`src/rtl/pixel_write_sink_pkg.sv`:
```
// Shared screen geometry, FSM encoding and pixel entry type for the pixel-write path.
// Drawers, the write sink and the framebuffer all take their constants from here.
package pixel_write_sink_pkg;

  localparam int WIDTH      = 160;
  localparam int HEIGHT     = 120;
  localparam int COLOUR_W   = 18;
  localparam int ADDR_W     = 15;
  localparam int FIFO_DEPTH = 4;
  localparam int PIXELS     = WIDTH * HEIGHT;

  localparam logic [1:0] ST_IDLE       = 2'd0;
  localparam logic [1:0] ST_CLEAR      = 2'd1;
  localparam logic [1:0] ST_CLEAR_WAIT = 2'd2;
  localparam logic [1:0] ST_DONE       = 2'd3;

  typedef struct packed {
    logic [ADDR_W-1:0]   addr;
    logic [COLOUR_W-1:0] colour;
  } pixel_t;

  // Row-major linear address; the multiply by a constant reduces to shifts and adds.
  function automatic logic [ADDR_W-1:0] pixel_addr(input logic [7:0] x, input logic [6:0] y);
    return ADDR_W'(y) * ADDR_W'(WIDTH) + ADDR_W'(x);
  endfunction

endpackage

```
`src/rtl/pixel_write_sink_fifo.sv`:
```
// Small synchronous FIFO of {addr, colour} entries with same-cycle push and pop.
// A push into a full FIFO is honoured only when a pop happens in the same cycle.
module pixel_fifo
  import pixel_write_sink_pkg::*;
#(
  parameter int DEPTH = FIFO_DEPTH
) (
  input  logic                     clock,
  input  logic                     reset,
  input  logic                     push,
  input  pixel_t                   push_data,
  input  logic                     pop,
  output pixel_t                   head,
  output logic                     full,
  output logic                     empty,
  output logic [$clog2(DEPTH):0]   count
);

  localparam int PTR_W = $clog2(DEPTH);

  pixel_t             mem [DEPTH];
  logic [PTR_W-1:0]   wr_ptr;
  logic [PTR_W-1:0]   rd_ptr;
  logic [PTR_W:0]     count_q;
  logic               do_push;
  logic               do_pop;

  assign full    = (count_q == (PTR_W+1)'(DEPTH));
  assign empty   = (count_q == '0);
  assign count   = count_q;
  assign head    = mem[rd_ptr];
  assign do_pop  = pop && !empty;
  assign do_push = push && (!full || do_pop);

  // NOTE: storage has no reset; validity is tracked by count_q, so clearing the array would only cost flops.
  always_ff @(posedge clock) begin
    if (do_push) mem[wr_ptr] <= push_data;
  end

  // NOTE: sequential state uses non-blocking assignments so every register samples pre-edge values.
  always_ff @(posedge clock) begin
    if (reset) begin
      wr_ptr  <= '0;
      rd_ptr  <= '0;
      count_q <= '0;
    end else begin
      if (do_push) wr_ptr <= wr_ptr + 1'b1;
      if (do_pop)  rd_ptr <= rd_ptr + 1'b1;
      case ({do_push, do_pop})
        2'b10:   count_q <= count_q + 1'b1;
        2'b01:   count_q <= count_q - 1'b1;
        default: count_q <= count_q;
      endcase
    end
  end

endmodule

```
`src/rtl/pixel_write_sink.sv`:
```
// Receiving end of the vga_x/vga_y/vga_colour/vga_write pixel interface: bounds check,
// address conversion, buffering, full-screen clear engine and a granted framebuffer write port.
module pixel_write_sink
  import pixel_write_sink_pkg::*;
(
  input  logic                clock,
  input  logic                reset,
  input  logic [7:0]          vga_x,
  input  logic [6:0]          vga_y,
  input  logic [COLOUR_W-1:0] vga_colour,
  input  logic                vga_write,
  output logic                ready,
  input  logic                start_clear,
  input  logic [COLOUR_W-1:0] clear_colour,
  output logic                clear_done,
  output logic [ADDR_W-1:0]   fb_addr,
  output logic [COLOUR_W-1:0] fb_data,
  output logic                fb_we,
  input  logic                fb_grant,
  output logic                idle,
  output logic                overflow,
  output logic [15:0]         drop_count,
  input  logic                clear_stats
);

  localparam int                CNT_W     = $clog2(FIFO_DEPTH) + 1;
  localparam logic [7:0]        X_LIMIT   = 8'(WIDTH);
  localparam logic [6:0]        Y_LIMIT   = 7'(HEIGHT);
  localparam logic [ADDR_W-1:0] LAST_ADDR = ADDR_W'(PIXELS - 1);

  logic [1:0]          state;
  logic [1:0]          state_nxt;
  logic [ADDR_W-1:0]   clr_cnt;
  logic [ADDR_W-1:0]   clr_cnt_nxt;
  logic [COLOUR_W-1:0] clr_colour;

  logic [ADDR_W-1:0]   pix_addr;
  logic                in_range;
  logic                pixel_ok;
  logic                reg_free;
  logic                load;
  logic [ADDR_W-1:0]   load_addr;
  logic [COLOUR_W-1:0] load_data;
  logic                pop;
  logic                bypass;
  logic                push;
  logic                drop_range;
  logic                drop_full;

  pixel_t              head;
  logic                fifo_full;
  logic                fifo_empty;
  logic [CNT_W-1:0]    fifo_count;

  assign pix_addr = pixel_addr(vga_x, vga_y);
  assign in_range = (vga_x < X_LIMIT) && (vga_y < Y_LIMIT);
  assign pixel_ok = vga_write && in_range;
  assign reg_free = !fb_we || fb_grant;

  // NOTE: every always_comb output gets a default first so no path can infer a latch.
  always_comb begin
    state_nxt   = state;
    clr_cnt_nxt = clr_cnt;
    load        = 1'b0;
    load_addr   = '0;
    load_data   = '0;
    pop         = 1'b0;
    bypass      = 1'b0;

    case (state)
      ST_IDLE: begin
        if (start_clear) begin
          state_nxt   = ST_CLEAR;
          clr_cnt_nxt = '0;
        end
      end
      ST_CLEAR: begin
        if (reg_free) begin
          load        = 1'b1;
          load_addr   = clr_cnt;
          load_data   = clr_colour;
          clr_cnt_nxt = clr_cnt + 1'b1;
          if (clr_cnt == LAST_ADDR) state_nxt = ST_CLEAR_WAIT;
        end
      end
      ST_CLEAR_WAIT: begin
        if (fb_we && fb_grant) state_nxt = ST_DONE;
      end
      default: state_nxt = ST_IDLE;
    endcase

    // The FIFO is frozen while the clear owns the port; buffered pixels land after it.
    if (state != ST_CLEAR && reg_free) begin
      if (!fifo_empty) begin
        pop       = 1'b1;
        load      = 1'b1;
        load_addr = head.addr;
        load_data = head.colour;
      end else if (pixel_ok) begin
        bypass    = 1'b1;
        load      = 1'b1;
        load_addr = pix_addr;
        load_data = vga_colour;
      end
    end
  end

  assign push       = pixel_ok && !bypass && (!fifo_full || pop);
  assign drop_range = vga_write && !in_range;
  assign drop_full  = pixel_ok && fifo_full && !pop;

  pixel_fifo #(.DEPTH(FIFO_DEPTH)) u_fifo (
    .clock     (clock),
    .reset     (reset),
    .push      (push),
    .push_data ('{addr: pix_addr, colour: vga_colour}),
    .pop       (pop),
    .head      (head),
    .full      (fifo_full),
    .empty     (fifo_empty),
    .count     (fifo_count)
  );

  always_ff @(posedge clock) begin
    if (reset) begin
      state      <= ST_IDLE;
      clr_cnt    <= '0;
      clr_colour <= '0;
      fb_we      <= 1'b0;
      fb_addr    <= '0;
      fb_data    <= '0;
      overflow   <= 1'b0;
      drop_count <= '0;
    end else begin
      state   <= state_nxt;
      clr_cnt <= clr_cnt_nxt;
      if (state == ST_IDLE && start_clear) clr_colour <= clear_colour;

      // Address and data only move when the slot is free, keeping them stable under a pending request.
      if (load) begin
        fb_we   <= 1'b1;
        fb_addr <= load_addr;
        fb_data <= load_data;
      end else if (fb_grant) begin
        fb_we   <= 1'b0;
      end

      if (clear_stats) begin
        overflow   <= 1'b0;
        drop_count <= '0;
      end else begin
        if (drop_full) overflow <= 1'b1;
        if ((drop_range || drop_full) && drop_count != 16'hFFFF)
          drop_count <= drop_count + 1'b1;
      end
    end
  end

  assign clear_done = (state == ST_DONE);
  assign ready      = (fifo_count != CNT_W'(FIFO_DEPTH));
  assign idle       = (state == ST_IDLE) && fifo_empty && !fb_we;

endmodule

```
`config.mk`:
```
export PLATFORM = sky130hd
export DESIGN_NAME = pixel_write_sink
export DESIGN_NICKNAME = d
export VERILOG_FILES = /design/src/rtl/pixel_write_sink_pkg.sv /design/src/rtl/pixel_write_sink_fifo.sv /design/src/rtl/pixel_write_sink.sv
export SDC_FILE = /design/constraint.sdc
export NUM_CORES = 1
export LEC_CHECK = 0
export CORE_AREA = 4 4 130 182
export CTS_CLUSTER_DIAMETER = 200
export DETAILED_ROUTE_END_ITERATION = 16
export DIE_AREA = 0 0 134 186
export GPL_TIMING_DRIVEN = 0
export PLACE_DENSITY = 0.62
export SLEW_MARGIN = 20
export SYNTH_ARGS = -nofsm -noshare
export SYNTH_HDL_FRONTEND = slang
export SYNTH_SLANG_ARGS = --single-unit
```
`constraint.sdc`:
```
create_clock -name clock -period 3.6 [get_ports clock]
set_input_delay 0.72 -clock clock [delete_from_list [all_inputs] [get_ports clock]]
set_output_delay 0.72 -clock clock [all_outputs]
set_load 0.01 [all_outputs]
```
# Word level (Yosys, flattened, before mapping)
# Memory sizes are Yosys's and may differ from the RTL's. A register that Yosys moved wholly into a read port is not among the register bits.
# Index checks and enable logic that the tools add are counted.
[totals]
reg_bits = 93
mem_bits_rw = 132
n_memories = 1
[memory_table]
columns = ["memory", "words", "width", "rd", "rd_clocked_by_memory_dff", "write_ports", "line_no", "rtl"]
rows = [
  ["u_fifo.mem", 4, 33, 1, 1, 1, "pixel_write_sink_fifo.sv:21", "pixel_t mem [DEPTH];"],
]
[classes]
add_sub_neg = 7
n_mul = 1
n_lt_le_gt_ge = 2
eq_ne = 14
n_mux = 35
reduce_logical = 33
[ops]
columns = ["op", "n"]
rows = [
  ["15-bit 2-to-1 mux", 7],
  ["18-bit 2-to-1 mux", 5],
  ["15-bit one-hot mux with 2 select lines", 1],
  ["16-bit by 1-bit adder with 16-bit output, second input constant", 1],
  ["16-bit inequality test, second input constant", 1],
  ["15-bit by 1-bit adder with 15-bit output, second input constant", 1],
  ["15-bit by 8-bit adder with 15-bit output", 1],
  ["15-bit == test, second input constant", 1],
  ["1-bit logical AND", 15],
  ["1-bit 2-to-1 mux", 14],
  ["2-bit 2-to-1 mux", 6],
  ["7-bit by 3-bit multiplier with 10-bit output, second input constant", 1],
  ["8-bit < comparator, second input constant", 1],
  ["2-bit inequality test, second input constant", 4],
  ["7-bit < comparator, second input constant", 1],
  ["2-bit == test, second input constant", 3],
  ["1-bit zero test", 6],
  ["2-bit one-hot mux with 3 select lines", 1],
  ["3-bit one-hot mux with 2 select lines", 1],
  ["2-bit nonzero test", 3],
  ["2-bit by 1-bit adder with 2-bit output, second input constant", 2],
  ["2-bit by 1-bit == test with 1-bit output, second input constant", 2],
  ["1-bit logical OR", 4],
  ["4-bit AND reduction", 1],
  ["9 further kinds", 9],
]

# Logic depth before layout (Yosys ltp)
# Gate-level depths: netlist (run 1).
[depth]
ltp_word = 12
depth_mapped = 13
depth_no_buf = 13

# Modules after synthesis
# From an unflattened synthesis (run 1), not the netlist that was laid out.
[unflattened]
hier_cells = 785
area_unflattened_um2 = 10003.3
[modules_own_cells]
columns = ["module", "instances", "cells_per_inst", "area_per_inst_um2"]
rows = [
  ["pixel_fifo", 1, 232, 5290.1],
  ["pixel_write_sink", 1, 553, 4713.3],
]

# Least setup slack after synthesis (run 1)
# No wires, ideal clock.
[synth_path]
kind = "input to register"
from = "input port vga_y[1]"
to = "register fb_addr[14]"
setup_ns = 0.086
t_arrival_ns = 2.773
required_time_ns = 3.514
setup_slack_ns = 0.742
stages = 9
n_path_buf = 0
path_cell_list = "ha_1 > ha_1 > fa_1 > a211oi_1 > o21ai_0 > a21o_1 > o21ai_0 > nand2_1 > a211oi_1"
[synth_via]
elab_cells_between_ends = 11
[synth_lines]
columns = ["element", "line_no", "rtl"]
rows = [
  ["start: declaration", "pixel_write_sink.sv:9", "input logic [6:0] vga_y,"],
  ["7-bit by 3-bit multiplier with 10-bit output", "pixel_write_sink_pkg.sv:24", "return ADDR_W'(y) * ADDR_W'(WIDTH) + ADDR_W'(x);"],
  ["15-bit by 8-bit adder with 15-bit output", "pixel_write_sink_pkg.sv:24", ""],
  ["net pix_addr[14]", "pixel_write_sink.sv:37", "logic [ADDR_W-1:0] pix_addr;"],
  ["15-bit 2-to-1 mux", "pixel_write_sink.sv:99", "end else if (pixel_ok) begin"],
  ["15-bit 2-to-1 mux", "pixel_write_sink.sv:94", "if (!fifo_empty) begin"],
  ["15-bit 2-to-1 mux", "pixel_write_sink.sv:93", "if (state != ST_CLEAR && reg_free) begin"],
  ["end signal: assignment", "pixel_write_sink.sv:142", "fb_addr <= load_addr;"],
  ["end: declaration", "pixel_write_sink.sv:16", "output logic [ADDR_W-1:0] fb_addr,"],
]
# The timed path passes the listed nets, and every way through them passes these cells.
# A chain may end at the register's enable or synchronous reset.

# Worst setup path in the final report (run 1)
[layout_path]
from = "register u_fifo.count_q[0], in the netlist u_fifo.count[0]"
to = "output port idle"
[layout_via]
elab_chain_len = 3
[layout_lines]
columns = ["element", "line_no", "rtl"]
rows = [
  ["start: declaration", "pixel_write_sink_fifo.sv:24", "logic [PTR_W:0] count_q;"],
  ["start signal: assignment", "pixel_write_sink_fifo.sv:50", "2'b10: count_q <= count_q + 1'b1;"],
  ["start signal: assignment", "pixel_write_sink_fifo.sv:51", "2'b01: count_q <= count_q - 1'b1;"],
  ["start signal: assignment", "pixel_write_sink_fifo.sv:52", "default: count_q <= count_q;"],
  ["3-bit zero test", "pixel_write_sink_fifo.sv:29", "assign empty = (count_q == '0);"],
  ["1-bit logical AND (2 in series)", "pixel_write_sink.sv:161", "assign idle = (state == ST_IDLE) && fifo_empty && !fb_we;"],
  ["end: declaration", "pixel_write_sink.sv:20", "output logic idle,"],
]
# No other way between the ends.

==> results of run 1 <==
-- logic make-up after synthesis --
family / count (synthesis) / share of synthesized area
fa+ha+maj: 27 / 0.0370
simple gates: 231 / 0.112
compound gates: 162 / 0.111
xor+xnor: 35 / 0.0329
mux: 36 / 0.0795
flops: 227 / 0.602
buf+inv: 58 / 0.0251
-- registers in the layout (all words and copies together), names as in the netlist, named ones only --
signal and cells:
u_fifo.mem 132, clr_colour 18, fb_data 18, drop_count 16, clr_cnt 15, fb_addr 15, u_fifo.count 3, state 2
u_fifo.rd_ptr 2, u_fifo.wr_ptr 2, fb_we 1, overflow 1
-- cell type report --
| type | instances | area, um2 | area share |
|---|---|---|---|
| Sequential cell | 227 | 5870 | 0.487 |
| Multi-Input combinational cell | 491 | 3630 | 0.301 |
| Timing Repair Buffer | 113 | 1190 | 0.0990 |
| Clock buffer | 28 | 604 | 0.0501 |
| Tap cell | 297 | 372 | 0.0308 |
| Buffer | 39 | 173 | 0.0143 |
| Clock inverter | 13 | 143 | 0.0118 |
| Inverter | 19 | 71.3 | 0.00592 |
-- cells in the mapped netlist (2+ instances only) --
| library cell | count | area (um2) |
|---|---|---|
| ha_1 | 24 | 300 |
| nor2_1 | 57 | 214 |
| nand2_1 | 89 | 334 |
| clkbuf_1 | 24 | 90.1 |
| buf_2 | 9 | 45.0 |
| or2_2 | 2 | 12.5 |
| nor3b_1 | 4 | 30.0 |
| nor3_1 | 15 | 75.1 |
| o21ai_1 | 4 | 20.0 |
| dfxtp_1 | 95 | 1900 |
| and3_1 | 6 | 37.5 |
| a31oi_1 | 3 | 18.8 |
| a21o_1 | 2 | 15.0 |
| a211oi_1 | 7 | 52.6 |
| a221oi_1 | 4 | 35.0 |
| mux4_2 | 33 | 743 |
| or3_1 | 7 | 43.8 |
| inv_1 | 18 | 67.6 |
| o21ai_0 | 40 | 200 |
| nand4_1 | 3 | 18.8 |
| nand2b_1 | 4 | 25.0 |
| buf_6 | 2 | 22.5 |
| and2_1 | 8 | 50.1 |
| mux2i_1 | 2 | 20.0 |
| xor2_1 | 11 | 96.3 |
| nor2_4 | 2 | 22.5 |
| edfxtp_1 | 132 | 3960 |
| a21oi_1 | 33 | 165 |
| nor2b_1 | 2 | 12.5 |
| xnor2_1 | 23 | 201 |
| buf_1 | 4 | 15.0 |
| o211ai_1 | 3 | 22.5 |
| a22oi_1 | 30 | 225 |
| nand3_1 | 20 | 100 |
| o21a_1 | 2 | 15.0 |
| fa_1 | 3 | 60.1 |
| a22o_1 | 26 | 228 |
| and4_1 | 3 | 26.3 |
-- metal layers --
metal | wire, um | track usage
met5 | 0 | 0
met4 | 982 | 0.0795
met3 | 1130 | 0.0295
met2 | 12300 | 0.348
met1 | 9450 | 0.226
-- per-stage QoR --
| stage | std cells | util | TNS (ns) | setup slack (ns) |
|---|---|---|---|---|
| floorplan | 776 | - | 0 | 0.742 |
| global route | 1227 | 0.551 | 0 | 0.0815 |
| CTS | 1227 | 0.551 | 0 | 0.137 |
| detailed placement | 1186 | 0.517 | -0.195 | -0.0813 |
| global placement | 1182 | 0.512 | -70.68 | -0.577 |
| finish | 1227 | 0.551 | 0 | 0.223 |
-- power breakdown --
part	switching, uW	leakage, uW	total, uW	internal (uW)
clock network	969	0.000358	2380	1410
logic	1550	0.00170	2780	1230
registers	198	0.00197	3360	3160
-- worst paths after layout --
path	to	slack (ns)	startpoint
max reg2reg	u_fifo.count[2]$_SDFFE_PP0P_	0.47	state[1]$_SDFFE_PP0P_
max	idle	0.22	u_fifo.count[0]$_SDFFE_PP0P_
min reg2reg	clr_colour[5]$_SDFFE_PP0P_	0.46	clr_colour[5]$_SDFFE_PP0P_
min	clr_colour[5]$_SDFFE_PP0P_	0.46	clr_colour[5]$_SDFFE_PP0P_
-- worst min-delay path: stages, from the launching register on --
cell and delay [ns]:
dfxtp_1 0.31, nand2_1 0.05, a21oi_1 0.05
==> results.md, run 1 <==
- Outcome: finished clean
- Worst Max-Slew Pin Slew: approximately 0.85 ns
- Seq cells post-synth: 227
- Post-DP HPWL: between 15 and 20 mm
- CP max FO: 10
- Max-slew headroom: 0.427
- Grt total ovfl: 0
- Synth warnings: 0
- Rows: 64
- Mapped Area: around 9700 um2
- Synth Instances: approximately 780
- Post-synth EDFFs: 132
- WP buf/inv: 3
- Syn avg cell area: roughly 13 um2
- PwrDens: 707 nW/um2
- Final-report setup violation count: 0
- Nets: 998
- Hold Path Class: reg2reg
- Starting Density: 0.445
- RePlAce Congestion: just over 0.8
- CP max stage cell: clkdlybuf4s50_1
- Finished Cell Area: approximately 12000 um2
- Longest Clk Path Bufs: 3
- Routed len/inst: 19.4 um
- Crit-path cells: or3_1 -> buf_2 -> clkbuf_1 -> nor3b_1 -> clkdlybuf4s50_1
- Vias in the first global route: between 6k and 7k
- Critical Path Source Type: flip-flop
- Most common cell after layout, fill and taps aside: edfxtp_1
- RSZ-0062 raised after global routing: false
- Initial DRC count: roughly 370
- Die area: 24900 um2
- Placement-stage cell area: 11300 um2
- TritonCTS clock tree: yes
- Hold path depth: 2
- Die Wd: 134 um
- Initial antenna violation count: 0
- Top_reg_cell synth: edfxtp_1
- Worst path required time: 2.88 ns
- CTS resizes: 0
- IO buf count: 109
- WP depth: 5
- Post-CTS Hold Buffers: 0
- Worst hold margin: 0.458 ns
- Fmax: between 200 and 300 MHz
- Placeable Area: 21900 um2
- Hold Vio Cnt, Final: 0
- Synth cell types: 58
- First-pass GRT wire length: roughly 37 mm
- Htree depth: 1
- Reg2Reg Depth: 10
- Fin crit period: around 3.4 ns
- Tot Pwr: approximately 8500 uW
- Residual DRC: 0
- Layout Skew: about 0.0062 ns
- Num CTS Buffers: 23
- Synth async-reset ratio: 0
- Final Cycle Share: 0.938
- Clk_lat worst skew: roughly 0.50 ns
- Vias/cell: between 5 and 6
- Die height: about 190 um
- Max-cap viol count: 0
- Vias: ~6.6k
- Fill cells: 1859
- ANT cells: 0
- Largest net degree at the start of global routing: 21
- # Post-CTS Setup Buffers: 0
- CTS sink count: around 230
- DRT Pass-1 Iters: 6
- Max Slew Vio Count: 0
- Worst-path clk slew: ~0.06 ns
- DRT antenna net count: 0
- Root buffer selected by CTS: clkbuf_16
- CP Class: reg2out
- IO Pins: 111
- Total track usage: 0.191
- Synthesized Nets: 860
- P&R area growth vs syn: 23.8%
- Layout cells sized above 1: 0.105
- Leak Pwr: approximately 0.0040 uW
- Maximum VDD drop: around 0.36 mV
- Commonest non-fill, non-tap cells in the layout: edfxtp_1, clkdlybuf4s50_1, dfxtp_1
- Top delay family on crit path: buffers and inverters
- Critical path arrival: 2.66 ns
- Crit. End Element: primary output
- Sequential share of the synthesized area: 0.602
- WL final: 23.8 mm
- Critical path's largest stage delay: 0.58 ns
Power figures use the tool's default switching activity.
==> inputs of run 2 (changes only) <==
Settings changed: CELL_PAD_IN_SITES_DETAIL_PLACEMENT set to 0, CELL_PAD_IN_SITES_GLOBAL_PLACEMENT set to 2, CORE_AREA 4 4 130 182 to 4 4 141 197, DIE_AREA 0 0 134 186 to 0 0 145 201, PLACE_DENSITY 0.62 to 0.75.
==> run 2 against run 1 <==
Effect of this change: largest power group unchanged; global-route usage is 2.4 points lower; largest cell class unchanged; sequential share of layout area is 0.27 points lower; combinational power is 1% lower; clock skew is 0.0024 ns higher; cell count is 2.4% higher.
==> results.md, run 2 (same netlist as run 1, synthesis figures left out) <==
- Largest regs: u_fifo.mem (132), clr_colour (18), fb_data (18)
- Outcome: finished clean
- PnR worst setup slack: 0.210 ns (-0.0130 ns)
- Max reg flops: 132 (unchanged)
- Critical path arrival: 2.67 ns (about the same)
- Final Cycle Share: 0.942 (+0.00362)
- Critical path's largest stage delay: 0.60 ns (+0.02 ns)
- TritonCTS clock tree: yes
- Crit-path cells: or3_1 -> buf_2 -> clkbuf_1 -> nor3b_1 -> clkdlybuf4s50_1
- ANT cells: 0 (unchanged)
- Die Wd: 145 um (+8.2%)
- Vias/cell: 5.18 (-3.7%)
- Max-cap viol count: 0 (unchanged)
- Flop pwr share: 0.393 (-0.002)
- Placeable Area: 26000 um2 (+19%)
- NetSw: 2690 uW (-1.1%)
- Reg-to-Reg End: u_fifo.count[2]$_SDFFE_PP0P_
- Residual DRC: 0 (unchanged)
- PwrDens: 703 nW/um2 (-0.50%)
- Fin crit period: 3.39 ns (+0.0130 ns)
- Hold Path Class: reg2reg
- Rows: 70 (+9.4%)
- First-pass GRT wire length: 38.8 mm (+5.0%)
- WP buf/inv: 3 (unchanged)
- Fmax: 295 MHz (-0.38%)
- WL final: 24.7 mm (+3.8%)
- Htree depth: 1 (unchanged)
- Max-slew headroom: 0.340 (-0.0869)
- Combinational power share: 0.322 (-0.004)
- Longest Clk Path Bufs: 3 (unchanged)
- DRT antenna net count: 0 (unchanged)
- RePlAce Congestion: 0.759 (-6.9%)
- CP Class: reg2out
- Reg2Reg Depth: 10 (unchanged)
- Crit. End Element: primary output
- Worst hold margin: 0.459 ns (+0.00115 ns)
- Hold Startpoint: clr_colour[15]$_SDFFE_PP0P_
- R2r setup slk: 0.51 ns (+0.04 ns)
- Internal power: 5830 uW (+0.57%)
- FF-to-FF Start: state[1]$_SDFFE_PP0P_
- Dpl ws: -0.246 ns (-0.164 ns)
- Clock power share: 0.285 (+0.006)
- Worst path required time: 2.88 ns (about the same)
- CTS sink count: 227 (unchanged)
- Die area: 29100 um2 (+17%)
- WHS Endpoint: clr_colour[15]$_SDFFE_PP0P_
- Largest net degree at the start of global routing: 21 (unchanged)
- Commonest non-fill, non-tap cells in the layout: edfxtp_1, clkdlybuf4s50_1, dfxtp_1
- DRT Pass-1 Iters: 4 (-2)
- Leak Pwr: 0.00405 uW (+0.42%)
- Largest Register: u_fifo.mem
- Die height: 201 um (+8.1%)
- P&R area growth vs syn: 24.5%
- IO buf count: 109 (unchanged)
- Grt total ovfl: 0 (unchanged)
- Layout Skew: 0.00857 ns (+0.00236 ns)
- Clk_lat worst skew: 0.50 ns (about the same)
- RSZ-0062 raised after global routing: false
- Most common cell after layout, fill and taps aside: edfxtp_1
- Total track usage: 0.167 (-0.0237)
- Layout cells sized above 1: 0.109 (+0.00395)
- Worst Max-Slew Pin Slew: 0.983 ns (+0.129 ns)
- Final Util: 0.466 (-0.0855)
- Initial DRC count: 342 (-6.3%)
- Post-CTS Hold Buffers: 0 (unchanged)
- Num CTS Buffers: 24 (+4.3%)
- Critical Path Source Type: flip-flop
- CP max FO: 10 (unchanged)
- Vias in the first global route: 6925 (+0.42%)
- Starting Density: 0.374 (-0.0711)
- Sw frac: 0.315 (-0.00357)
- CTS resizes: 0 (unchanged)
- Nets: 999 (+0.10%)
- Hold path depth: 2 (unchanged)
- Hold Vio Cnt, Final: 0 (unchanged)
- Routed len/inst: 19.7 um (+1.4%)
- Vias: 6506 (-1.3%)
- Maximum VDD drop: 0.325 mV (-10%)
- Final-report setup violation count: 0 (unchanged)
- IO Pins: 111 (unchanged)
- CP max stage cell: clkdlybuf4s50_1
- Initial antenna violation count: 0 (unchanged)
- Top delay family on crit path: buffers and inverters
- Post-DP HPWL: 17.9 mm (+4.5%)
- Worst-path clk slew: 0.06 ns (about the same)
- Max Slew Vio Count: 0 (unchanged)
- Crit. Startpoint: u_fifo.count[0]$_SDFFE_PP0P_
- Root buffer selected by CTS: clkbuf_16
- # Post-CTS Setup Buffers: 0 (unchanged)
-- run 2: final cells by class --
cell class                 count  area (um2)
timing repair buffer         113        1190
clock buffer                  33         666
clock inverter                11         111
multi-input combinational    491        3640
tap                          324         405
fill                        2370       13900
sequential                   227        5870
inverter                      19        71.3
buffer                        39         173
-- run 2: worst max-delay path by stage --
stage	to	cells past startpoint
final	idle	5
after global routing	idle	5
after CTS	idle	5
after detailed placement	fb_addr[14]$_SDFFE_PP0P_	10
after global placement	u_fifo.mem[0][16]$_DFFE_PP_	8
after floorplan	fb_addr[14]$_SDFFE_PP0P_	9
-- run 2: power groups by stage --
stage          registers (uW)  logic [uW]  clock network, uW
5_1_grt                  3390        3030               2600
3_5_place_dp             3410        2810                  0
2_1_floorplan            3440        1660                  0
3_3_place_gp             3410        2770                  0
6_report                 3350        2740               2430
4_1_cts                  3360        2820               2490
-- run 2: worst register-to-register path, cell delays in order, from the launching register on --
cell and delay (ns):
dfxtp_1 0.37, inv_1 0.08, ha_1 0.29, clkbuf_1 0.27, nor3_2 0.68, ha_1 0.30
inv_1 0.06, fa_1 0.37, xor2_1 0.16, or3_1 0.31, a21oi_1 0.14
-- run 2: routing by layer --
| metal | routed length, um | track usage | vias to the layer above |
|---|---|---|---|
| li1 | - | - | 3171 |
| met1 | 10100 | 0.200 | 3195 |
| met2 | 13400 | 0.320 | 116 |
| met3 | 883 | 0.0246 | 24 |
| met4 | 354 | 0.0326 | 0 |
| met5 | 0 | 0 | - |
-- run 2: stage by stage --
| step | power, uW | TNS [ns] | instance area (um2) | cells |
|---|---|---|---|---|
| after floorplan | 5090 | 0 | 9740 | 776 |
| after detailed placement | 6220 | -0.710 | 11300 | 1213 |
| after CTS | 8670 | 0 | 12100 | 1257 |
| final | 8520 | 0 | 12100 | 1257 |
| after global placement | 6180 | -93.07 | 11200 | 1209 |
| after global routing | 9020 | 0 | 12100 | 1257 |
==> inputs of run 3 (changes only) <==
Settings changed: CORE_AREA 4 4 141 197 to 4 4 172 241, DIE_AREA 0 0 145 201 to 0 0 176 245, PLACE_DENSITY 0.75 to 0.52.
==> run 3 against run 2 <==
Effect of this change: non-clock buffer count is 1 lower; utilization down 15 points; combinational power grew 3%; die area increased by 48%; total power increased by 5.1%; routed wire length increased by 18%; cell count grew 16%; register-to-register slack lost 0.07 ns; worst setup slack lost 0.048 ns; sequential share of layout area decreased by 1.3 points; clock skew is 0.0029 ns lower; clock power rose by 14%.
==> results.md, run 3 (same netlist as run 1, synthesis figures left out) <==
- Finished Cell Area: 12500 um2 (+2.8%)
- Residual DRC: 0 (unchanged)
- Total track usage: 0.134 (-0.0332)
- Post-DP HPWL: 20.7 mm (+16%)
- DRT antenna net count: 0 (unchanged)
- Critical Path Source Type: flip-flop
- Htree depth: 1 (unchanged)
- CP max FO: 10 (unchanged)
- First-pass GRT wire length: 44.3 mm (+14%)
- Die Wd: 176 um (+21%)
- CTS resizes: 1 (+1)
- Reg-to-Reg End: u_fifo.count[2]$_SDFFE_PP0P_
- FF-to-FF Start: state[1]$_SDFFE_PP0P_
- Initial antenna violation count: 0 (unchanged)
- Final-report setup violation count: 0 (unchanged)
- RSZ-0062 raised after global routing: false
- Worst Max-Slew Pin Slew: 1.14 ns (+0.161 ns)
- ANT cells: 0 (unchanged)
- Crit. Startpoint: u_fifo.count[0]$_SDFFE_PP0P_
- Placeable Area: 39200 um2 (+51%)
- CP Class: reg2out
- WL final: 29.1 mm (+18%)
- Starting Density: 0.249 (-0.126)
- Max-slew headroom: 0.232 (-0.108)
- Fin crit period: 3.44 ns (+0.0479 ns)
- Initial DRC count: 374 (+9.4%)
- P&R area growth vs syn: 28.0%
- TritonCTS clock tree: yes
- Final Util: 0.318 (-0.148)
- Worst-path clk slew: 0.06 ns (about the same)
- Nets: 1000 (+0.10%)
- DRT Pass-1 Iters: 4 (unchanged)
- Max reg flops: 132 (unchanged)
- Critical path arrival: 2.72 ns (+0.05 ns)
- Grt total ovfl: 0 (unchanged)
- Vias/cell: 4.51 (-13%)
- PwrDens: 718 nW/um2 (+2.2%)
- Die height: 245 um (+22%)
- Longest Clk Path Bufs: 3 (unchanged)
- RePlAce Congestion: 0.700 (-7.8%)
- R2r setup slk: 0.44 ns (-0.07 ns)
- Worst path required time: 2.88 ns (about the same)
- Outcome: finished clean
- Vias in the first global route: 7079 (+2.2%)
- End point of the critical path: idle
- Layout cells sized above 1: 0.111 (+0.00179)
- Most common cell after layout, fill and taps aside: edfxtp_1
- CTS sink count: 227 (unchanged)
- Max Slew Vio Count: 0 (unchanged)
- Maximum VDD drop: 0.351 mV (+8.3%)
- Routed len/inst: 19.9 um (+0.96%)
- Num CTS Buffers: 26 (+8.3%)
- Fmax: 291 MHz (-1.4%)
- Fill cells: 4014 (+69%)
- Clk_lat worst skew: 0.53 ns (+0.03 ns)
- Reg2Reg Depth: 10 (unchanged)
- IO buf count: 109 (unchanged)
- Max-cap viol count: 0 (unchanged)
- Largest net degree at the start of global routing: 34 (+62%)
- Die area: 43100 um2 (+48%)
- Leak Pwr: 0.00409 uW (+1.2%)
- # Post-CTS Setup Buffers: 0 (unchanged)
- Hold Vio Cnt, Final: 0 (unchanged)
- Placement-stage cell area: 11600 um2 (+2.0%)
- Hold path depth: 2 (unchanged)
- Post-CTS Hold Buffers: 0 (unchanged)
- Largest Register: u_fifo.mem
- Rows: 86 (+23%)
- Root buffer selected by CTS: clkbuf_16
- IO Pins: 111 (unchanged)
- Vias: 6600 (+1.4%)
- Final Cycle Share: 0.955 (+0.0133)
- Layout Skew: 0.00571 ns (-0.00286 ns)
- Crit. End Element: primary output
- Hold Path Class: reg2reg
- Commonest non-fill, non-tap cells in the layout: edfxtp_1, clkdlybuf4s50_1, dfxtp_1
- Largest regs: u_fifo.mem (132), clr_colour (18), fb_data (18)
-- run 3: cell types whose count changed in the layout (fill, tap and decap cells not counted), sizes merged --
cell / previous run / this run
clkinvlp: 2 / 0
clkbuf: 57 / 61
bufinv: 2 / 4
buf: 19 / 18
-- run 3: power breakdown --
group / switching (uW) / internal [uW] / total, uW / leakage [uW]
logic: 1610 / 1220 / 2830 / 0.00169
registers: 195 / 3170 / 3360 / 0.00197
clock network: 1060 / 1700 / 2770 / 0.000434
-- run 3: worst min path at each step --
stage                                start                          end  slack (ns)
6_report       clr_colour[17]$_SDFFE_PP0P_  clr_colour[17]$_SDFFE_PP0P_        0.46
5_1_grt         clr_colour[9]$_SDFFE_PP0P_   clr_colour[9]$_SDFFE_PP0P_        0.48
4_1_cts         clr_colour[9]$_SDFFE_PP0P_   clr_colour[9]$_SDFFE_PP0P_        0.46
3_5_place_dp    clr_colour[9]$_SDFFE_PP0P_   clr_colour[9]$_SDFFE_PP0P_        0.45
3_3_place_gp   clr_colour[10]$_SDFFE_PP0P_  clr_colour[10]$_SDFFE_PP0P_        0.44
2_1_floorplan   clr_colour[0]$_SDFFE_PP0P_   clr_colour[0]$_SDFFE_PP0P_        0.44
-- run 3: critical path, cell delays in order (launching register included) --
cell	delay [ns]
dfxtp_1	0.36
or3_1	0.38
buf_2	0.17
clkbuf_1	0.34
nor3b_2	0.36
clkdlybuf4s50_1	0.58
-- run 3: per-layer routing --
| layer | up-vias | track usage | routed length (um) |
|---|---|---|---|
| met1 | 3238 | 0.160 | 11900 |
| met4 | 0 | 0.0376 | 594 |
| li1 | 3179 | - | - |
| met3 | 40 | 0.0199 | 1190 |
| met5 | - | 0 | 0 |
| met2 | 143 | 0.250 | 15400 |
-- run 3: layout make-up --
class                   instances  area (um2)  share of cell area
flip-flops and latches        227        5870               0.471
multi-input cells             491        3640               0.292
repair buffers                112        1160              0.0930
clock buffers                  37         733              0.0588
well taps                     528         661              0.0530
plain buffers                  39         173              0.0139
clock inverters                11         159              0.0127
inverters                      19        71.3             0.00572
-- run 3: per-stage QoR --
| step | power [uW] | hold WS [ns] | setup slack [ns] | TNS [ns] | std cells |
|---|---|---|---|---|---|
| detailed placement | 6330 | 0.451 | -0.366 | -1.70 | 1416 |
| floorplan | 5090 | 0.437 | 0.742 | 0 | 776 |
| finish | 8950 | 0.455 | 0.162 | 0 | 1464 |
| CTS | 9150 | 0.459 | 0.0404 | 0 | 1464 |
| global route | 9500 | 0.484 | 0.0120 | 0 | 1464 |
| global placement | 6340 | 0.443 | -0.944 | -117.06 | 1413 |
